<file path="config.mk">
export PLATFORM = sky130hd
export DESIGN_NAME = bcd2bin_seq
export DESIGN_NICKNAME = d
export VERILOG_FILES = /design/src/rtl/bcd_pkg.sv /design/src/rtl/bcd_rdd_cell.sv /design/src/rtl/bcd2bin_seq.sv
export SDC_FILE = /design/constraint.sdc
export NUM_CORES = 1
export LEC_CHECK = 0
export BUFFER_PORTS_ARGS = -buffer_cell sky130_fd_sc_hd__buf_2
export CORE_MARGIN = 4
export CORE_UTILIZATION = 40
export CTS_CLUSTER_DIAMETER = 100
export CTS_CLUSTER_SIZE = 10
export DETAILED_ROUTE_END_ITERATION = 6
export SYNTH_ARGS = -nofsm -noshare
export SYNTH_HDL_FRONTEND = slang
export SYNTH_SLANG_ARGS = --single-unit
</file>
<file path="constraint.sdc">
create_clock -name clk -period 2.65 [get_ports clk]
set_clock_uncertainty 0.1 [all_clocks]
set_input_delay 0.1325 -clock clk [delete_from_list [all_inputs] [get_ports clk]]
set_output_delay 0.1325 -clock clk [all_outputs]
set_load 0.1 [all_outputs]
</file>
<file path="src/rtl/bcd_pkg.sv">
// rtl/bcd_pkg.sv - shared state encodings and digit helpers for the BCD-to-binary converter
package bcd_pkg;

    typedef enum logic [1:0] {
        S_IDLE = 2'd0,
        S_CONV = 2'd1,
        S_DONE = 2'd2
    } state_t;

    localparam logic [3:0] BCD_MAX = 4'd9;

    function automatic logic is_bcd_digit_valid(input logic [3:0] d);
        return d <= BCD_MAX;
    endfunction

endpackage

</file>
<file path="src/rtl/bcd_rdd_cell.sv">
// rtl/bcd_rdd_cell.sv - reverse double-dabble digit correction (subtract 3 when digit >= 8)
module bcd_rdd_cell (
    input  logic [3:0] di,
    output logic [3:0] o
);

    assign o = (di >= 4'd8) ? di - 4'd3 : di;

endmodule

</file>
<file path="src/rtl/bcd2bin_seq.sv">
// rtl/bcd2bin_seq.sv - sequential multi-digit BCD-to-binary converter, one shift per clock
module bcd2bin_seq
    import bcd_pkg::*;
#(
    parameter int DIGITS = 4,
    parameter int BW     = 14
) (
    input  logic                  clk,
    input  logic                  clr,
    input  logic                  start,
    input  logic [4*DIGITS-1:0]   bcd,
    output logic                  busy,
    output logic                  done,
    output logic [BW-1:0]         bin,
    output logic                  err
);

    localparam int SW = 4*DIGITS + BW;
    localparam int CW = (BW > 1) ? $clog2(BW) : 1;
    localparam logic [CW-1:0] LAST = CW'(BW - 1);

    state_t          state, state_nx;
    logic [SW-1:0]   sr, sr_shift, sr_fix;
    logic [CW-1:0]   count;
    logic [BW-1:0]   res_bin;
    logic            res_err;
    logic            all_valid;

    always_comb begin
        all_valid = 1'b1;
        for (int i = 0; i < DIGITS; i++) begin
            if (!is_bcd_digit_valid(bcd[4*i +: 4]))
                all_valid = 1'b0;
        end
    end

    // Shift first, then correct every BCD field of the shifted value in the same cycle.
    assign sr_shift = sr >> 1;
    assign sr_fix[BW-1:0] = sr_shift[BW-1:0];

    genvar g;
    generate
        for (g = 0; g < DIGITS; g++) begin : g_cell
            bcd_rdd_cell u_cell (
                .di (sr_shift[BW + 4*g +: 4]),
                .o  (sr_fix[BW + 4*g +: 4])
            );
        end
    endgenerate

    always_ff @(posedge clk or posedge clr) begin
        if (clr)
            state <= S_IDLE;
        else
            state <= state_nx;
    end

    always_comb begin
        state_nx = state;
        case (state)
            S_IDLE:  if (start) state_nx = all_valid ? S_CONV : S_DONE;
            S_CONV:  if (count == LAST) state_nx = S_DONE;
            S_DONE:  state_nx = S_IDLE;
            default: state_nx = S_IDLE;
        endcase
    end

    // The result is staged in res_* and published one cycle later together with done.
    always_ff @(posedge clk or posedge clr) begin
        if (clr) begin
            sr      <= '0;
            count   <= '0;
            res_bin <= '0;
            res_err <= 1'b0;
            busy    <= 1'b0;
            done    <= 1'b0;
            bin     <= '0;
            err     <= 1'b0;
        end else begin
            busy <= (state_nx == S_CONV);
            done <= (state == S_DONE);
            if (state == S_DONE) begin
                bin <= res_bin;
                err <= res_err;
            end
            case (state)
                S_IDLE: begin
                    if (start) begin
                        if (all_valid) begin
                            sr    <= {bcd, {BW{1'b0}}};
                            count <= '0;
                        end else begin
                            res_bin <= '0;
                            res_err <= 1'b1;
                        end
                    end
                end
                S_CONV: begin
                    sr    <= sr_fix;
                    count <= count + CW'(1);
                    if (count == LAST) begin
                        res_bin <= sr_fix[BW-1:0];
                        res_err <= 1'b0;
                    end
                end
                default: ;
            endcase
        end
    end

endmodule

</file>
==> flow_metrics.py <==
metrics = {
    "logic_synthesis": {
        "muxShareOfSynthArea": 0.09628,
        "synth.lib_cells_used.distinct": 38,
        "yosys.area_share.adder": 0.03378,
        "synthFlopType": "dfrtp_1",
        "synth_top_family_by_area": "compound AO/OA/AOI/OAI gates",
        "synth_fp_nets": 263,
        "synth_compound_area_frac": 0.1668,
        "synthSimpleGateAreaFrac": 0.07221,
        "ys_seq_elements": 67,
        "total_number_of_yosys_warnings": 0,
        "yosysSeqAreaShare": 0.5659,
        "async_flop_share": 1.000,
        "synth.cell_area_um2": 2963,
        "syn_avg_cell_area_um2": 12.55,
        "share_of_the_synthesized_netlist_area_taken_by_xor_and_xnor_gates": 0.02365,
        "synthesis.instances": 236,
        "number_of_synthesized_flops_with_an_enable_pin": 0,
    },
    "timing": {
        "drv_slew": 0,
        "maxClockFrequency_ghz": 0.5075,
        "rsz0062_at_grt": "no",
        "slew-limit-headroom": 0.3839,
        "period_share": 0.7436,
        "final_period_minus_worst_setup_slack_ps": 1970,
        "setup_viol": 0,
        "finalWorstSetupSlack_ps": 679.5,
        "total_neg_setup_slack_ps": 0,
        "finalHoldWorstSlack_ps": 15.61,
        "final_hold_viol_count": 0,
        "worst_tran_pin_value_ps": 924.1,
    },
    "setup_path": {
        "required_ps": 2780,
        "critical-path-top-delay-family": "buffers and inverters",
        "critical_path.max_stage_delay_ps": 550,
        "timing.reg2reg.worst_path_depth": 4,
        "startpoint_kind_of_the_worst_setup_timing_path": "primary input",
        "worst_setup_path_end_kind": "register",
        "critical_path.max_fanout": 10,
        "cp_slowest_cell": "dlygate4sd3_1",
        "crit_chain": "dlygate4sd3_1, buf_2, o21ai_1, and4_1, a21oi_2, buf_4, a22o_2",
        "critPathArrivalTime_ps": 2100,
        "worstPathBufferInverterCount": 3,
        "path_class": "in2reg",
        "critical_path_cell_count": 7,
    },
    "grt": {
        "track_usage": 0.1505,
        "globalRoute.totalOverflow": 0,
        "first_global_vias": 2003,
        "global_route_wire_length_before_repair_mm": 9.998,
        "pin_count_of_the_biggest_net_entering_global_routing": 28,
        "initial_antenna_violation_count": 0,
    },
    "layout": {
        "layout-area-overhead-vs-synth_pct": 22.72,
        "num_antenna_cells": 0,
        "finalNetCount": 315,
        "multi_input_area_um2": 1164,
        "layout_filler_cell_count": 674,
        "post_route_cells_drive_above_1_share": 0.3242,
        "final-seq-area_um2": 1677,
        "stdcell_area_um2": 3636,
    },
    "routing": {
        "final_antenna_net_count": 0,
        "avgViaCountPerCell": 5.112,
        "post_drt_wl_per_cell_um": 15.04,
        "first_iter_violations": 69,
        "detail_route.first_pass.iterations": 4,
        "detailroute.via_count": 2004,
        "detail_route.drc_violations": 0,
        "drt_wl_total_mm": 5.896,
    },
    "power_and_ir_drop": {
        "switching_power_mw": 1.116,
        "cellInternalPower_mw": 2.421,
        "net_switching_share_of_the_total_power": 0.3156,
        "totalPowerFinal_mw": 3.537,
        "clkPwrFrac": 0.325,
        "irDropWorstVdd_mv": 0.4498,
        "power_leakage_nw": 1.776,
        "sequentialPowerShare": 0.410,
        "comb_power_share": 0.266,
        "power_per_cell_area_nw_per_um2": 972.7,
    },
    "cts": {
        "clockBufferDepth": 2,
        "cts_post_setup_buffers_inserted": 0,
        "clock_sink_count": 67,
        "cts_made_buffers": 9,
        "cts_tree": "done",
        "clock_latency_ps": 350,
        "path_clk_slew_ps": 70,
        "clock-root-buffer": "clkbuf_8",
        "cts.htree.levels": 3,
    },
    "hold_path": {
        "hold-path-cell-count": 3,
        "holdCritPathClass": "in2reg",
    },
    "die": {
        "die-width_um": 94.07,
        "initial_utilization": 0.4107,
        "floorplan.die.height_um": 94.07,
        "io_pins": 36,
        "floorplan.core_area_um2": 7214,
        "fp.dieArea_um2": 8848,
        "std_cell_rows": 31,
    },
    "placed_design": {
        "post-dp-hpwl_mm": 3.947,
        "placedInstanceArea_um2": 3222,
        "port_buffers": 35,
        "placement_stage_worst_setup_slack_ps": 746.2,
        "gp_congestion": 0.7630,
    },
    "flow_run": {
        "drv_cap": 0,
    },
    "status": {
        "status": "complete, no violations",
    },
}
==> flip-flops by register name, summed over array words and instances, names as in the netlist <==
| register | cells |
|---|---|
| res_err | 1 |
| done | 1 |
| busy | 1 |
| res_bin | 14 |
| bin | 14 |
| sr | 29 |
| err | 1 |
| state | 2 |
| count | 4 |
==> per-stage QoR <==
stage          instances  utilization
5_1_grt              392       0.5040
2_1_floorplan        236            -
4_1_cts              392       0.5040
3_5_place_dp         362       0.4466
3_3_place_gp         362       0.4466
6_report             392       0.5040
==> repair_timing <==
| item | 4_1_cts | 5_1_grt |
|---|---|---|
| endpoints found under the hold margin | 38 | 0 |
| hold buffers | 14 | 0 |
| gates resized for setup | 0 | 0 |
==> synth_stat cells, drive strengths merged, types with 4 or more instances <==
master  instances  area, um^2
inv            10       37.54
o21ai          13       68.81
nor2b           5       31.28
nor2            6       22.52
a21oi           6       33.78
mux2           22       255.3
buf            13       81.33
a31oi           6       37.54
nand2          15       56.30
a22o           27       247.7
nor3            4       20.02
ha              8       100.1
xnor2           7       61.31
dfrtp          67        1677
==> per-layer routing <==
layer	up-vias	GRT usage	routed length [um]
li1	963	-	-
met2	46	0.2123	2644
met3	12	0.04087	231
met1	983	0.2081	2854
met5	-	0	0
met4	0	0.08424	165
==> worst reg2reg max path, stage by stage, from the launching register on <==
cell and delay, ps:
dfrtp_1 410, nor2b_1 500, nand2_1 340, nor2_1 330
a221o_1 200
==> final timing paths <==
kind                                from          to  slack, ps
worst max-delay path              bcd[1]       sr[4]        680
worst min-delay path              bcd[7]      sr[21]         20
worst max register to register  state[1]      sr[16]        720
worst min register to register   bin[13]     bin[13]        400
max in group asynchronous            clr    count[1]       1460
min in group asynchronous            clr  res_bin[8]        290
==> layout make-up <==
| type | count | area share |
|---|---|---|
| flip-flops and latches | 67 | 0.4611 |
| multi-input cells | 145 | 0.3200 |
| repair buffers | 55 | 0.09911 |
| clock buffers | 10 | 0.03785 |
| clock inverters | 6 | 0.03751 |
| well taps | 99 | 0.03407 |
| inverters | 10 | 0.01032 |
==> power by group through the flow <==
| stage | sequential [mW] | clock [mW] | combinational, mW |
|---|---|---|---|
| 6_report | 1.45 | 1.15 | 0.940 |
| 5_1_grt | 1.48 | 1.22 | 1.06 |
| 4_1_cts | 1.45 | 1.17 | 0.951 |
| 3_5_place_dp | 1.47 | 0 | 0.930 |
| 3_3_place_gp | 1.46 | 0 | 0.912 |
| 2_1_floorplan | 1.50 | 0 | 0.688 |
==> cells in the final DEF (no fill, tap or decap), types with 2 or more instances in the layout <==
master | synthesis | layout
a21oi_1 | 5 | 5
a221o_1 | 3 | 3
a22o_1 | 18 | 18
a22o_2 | 9 | 9
a31oi_1 | 6 | 6
and2_1 | 2 | 2
buf_2 | 8 | 35
buf_4 | 0 | 6
bufinv_16 | 0 | 4
clkbuf_8 | 0 | 10
dfrtp_1 | 67 | 67
dlygate4sd3_1 | 0 | 14
ha_1 | 8 | 8
inv_1 | 10 | 9
mux2_2 | 20 | 20
mux2_4 | 2 | 2
mux2i_1 | 3 | 3
nand2_1 | 15 | 15
nand2b_1 | 3 | 3
nand4_1 | 2 | 2
nor2_1 | 6 | 6
nor2b_1 | 5 | 5
nor3_1 | 4 | 4
o21ai_0 | 9 | 9
o21ai_1 | 3 | 3
o32ai_1 | 3 | 3
xnor2_1 | 7 | 7
==> cell families (layout without fill, tap and decap cells) <==
logic type	count (synthesis)	count (layout)
AO/OA/AOI/OAI	63	63
adder cells (fa/ha/maj)	8	8
AND/OR/NAND/NOR	41	41
flip-flops	67	67
multiplexers	25	25
buffers and inverters	24	81
XOR/XNOR	8	8
Power figures use the tool's default switching activity.
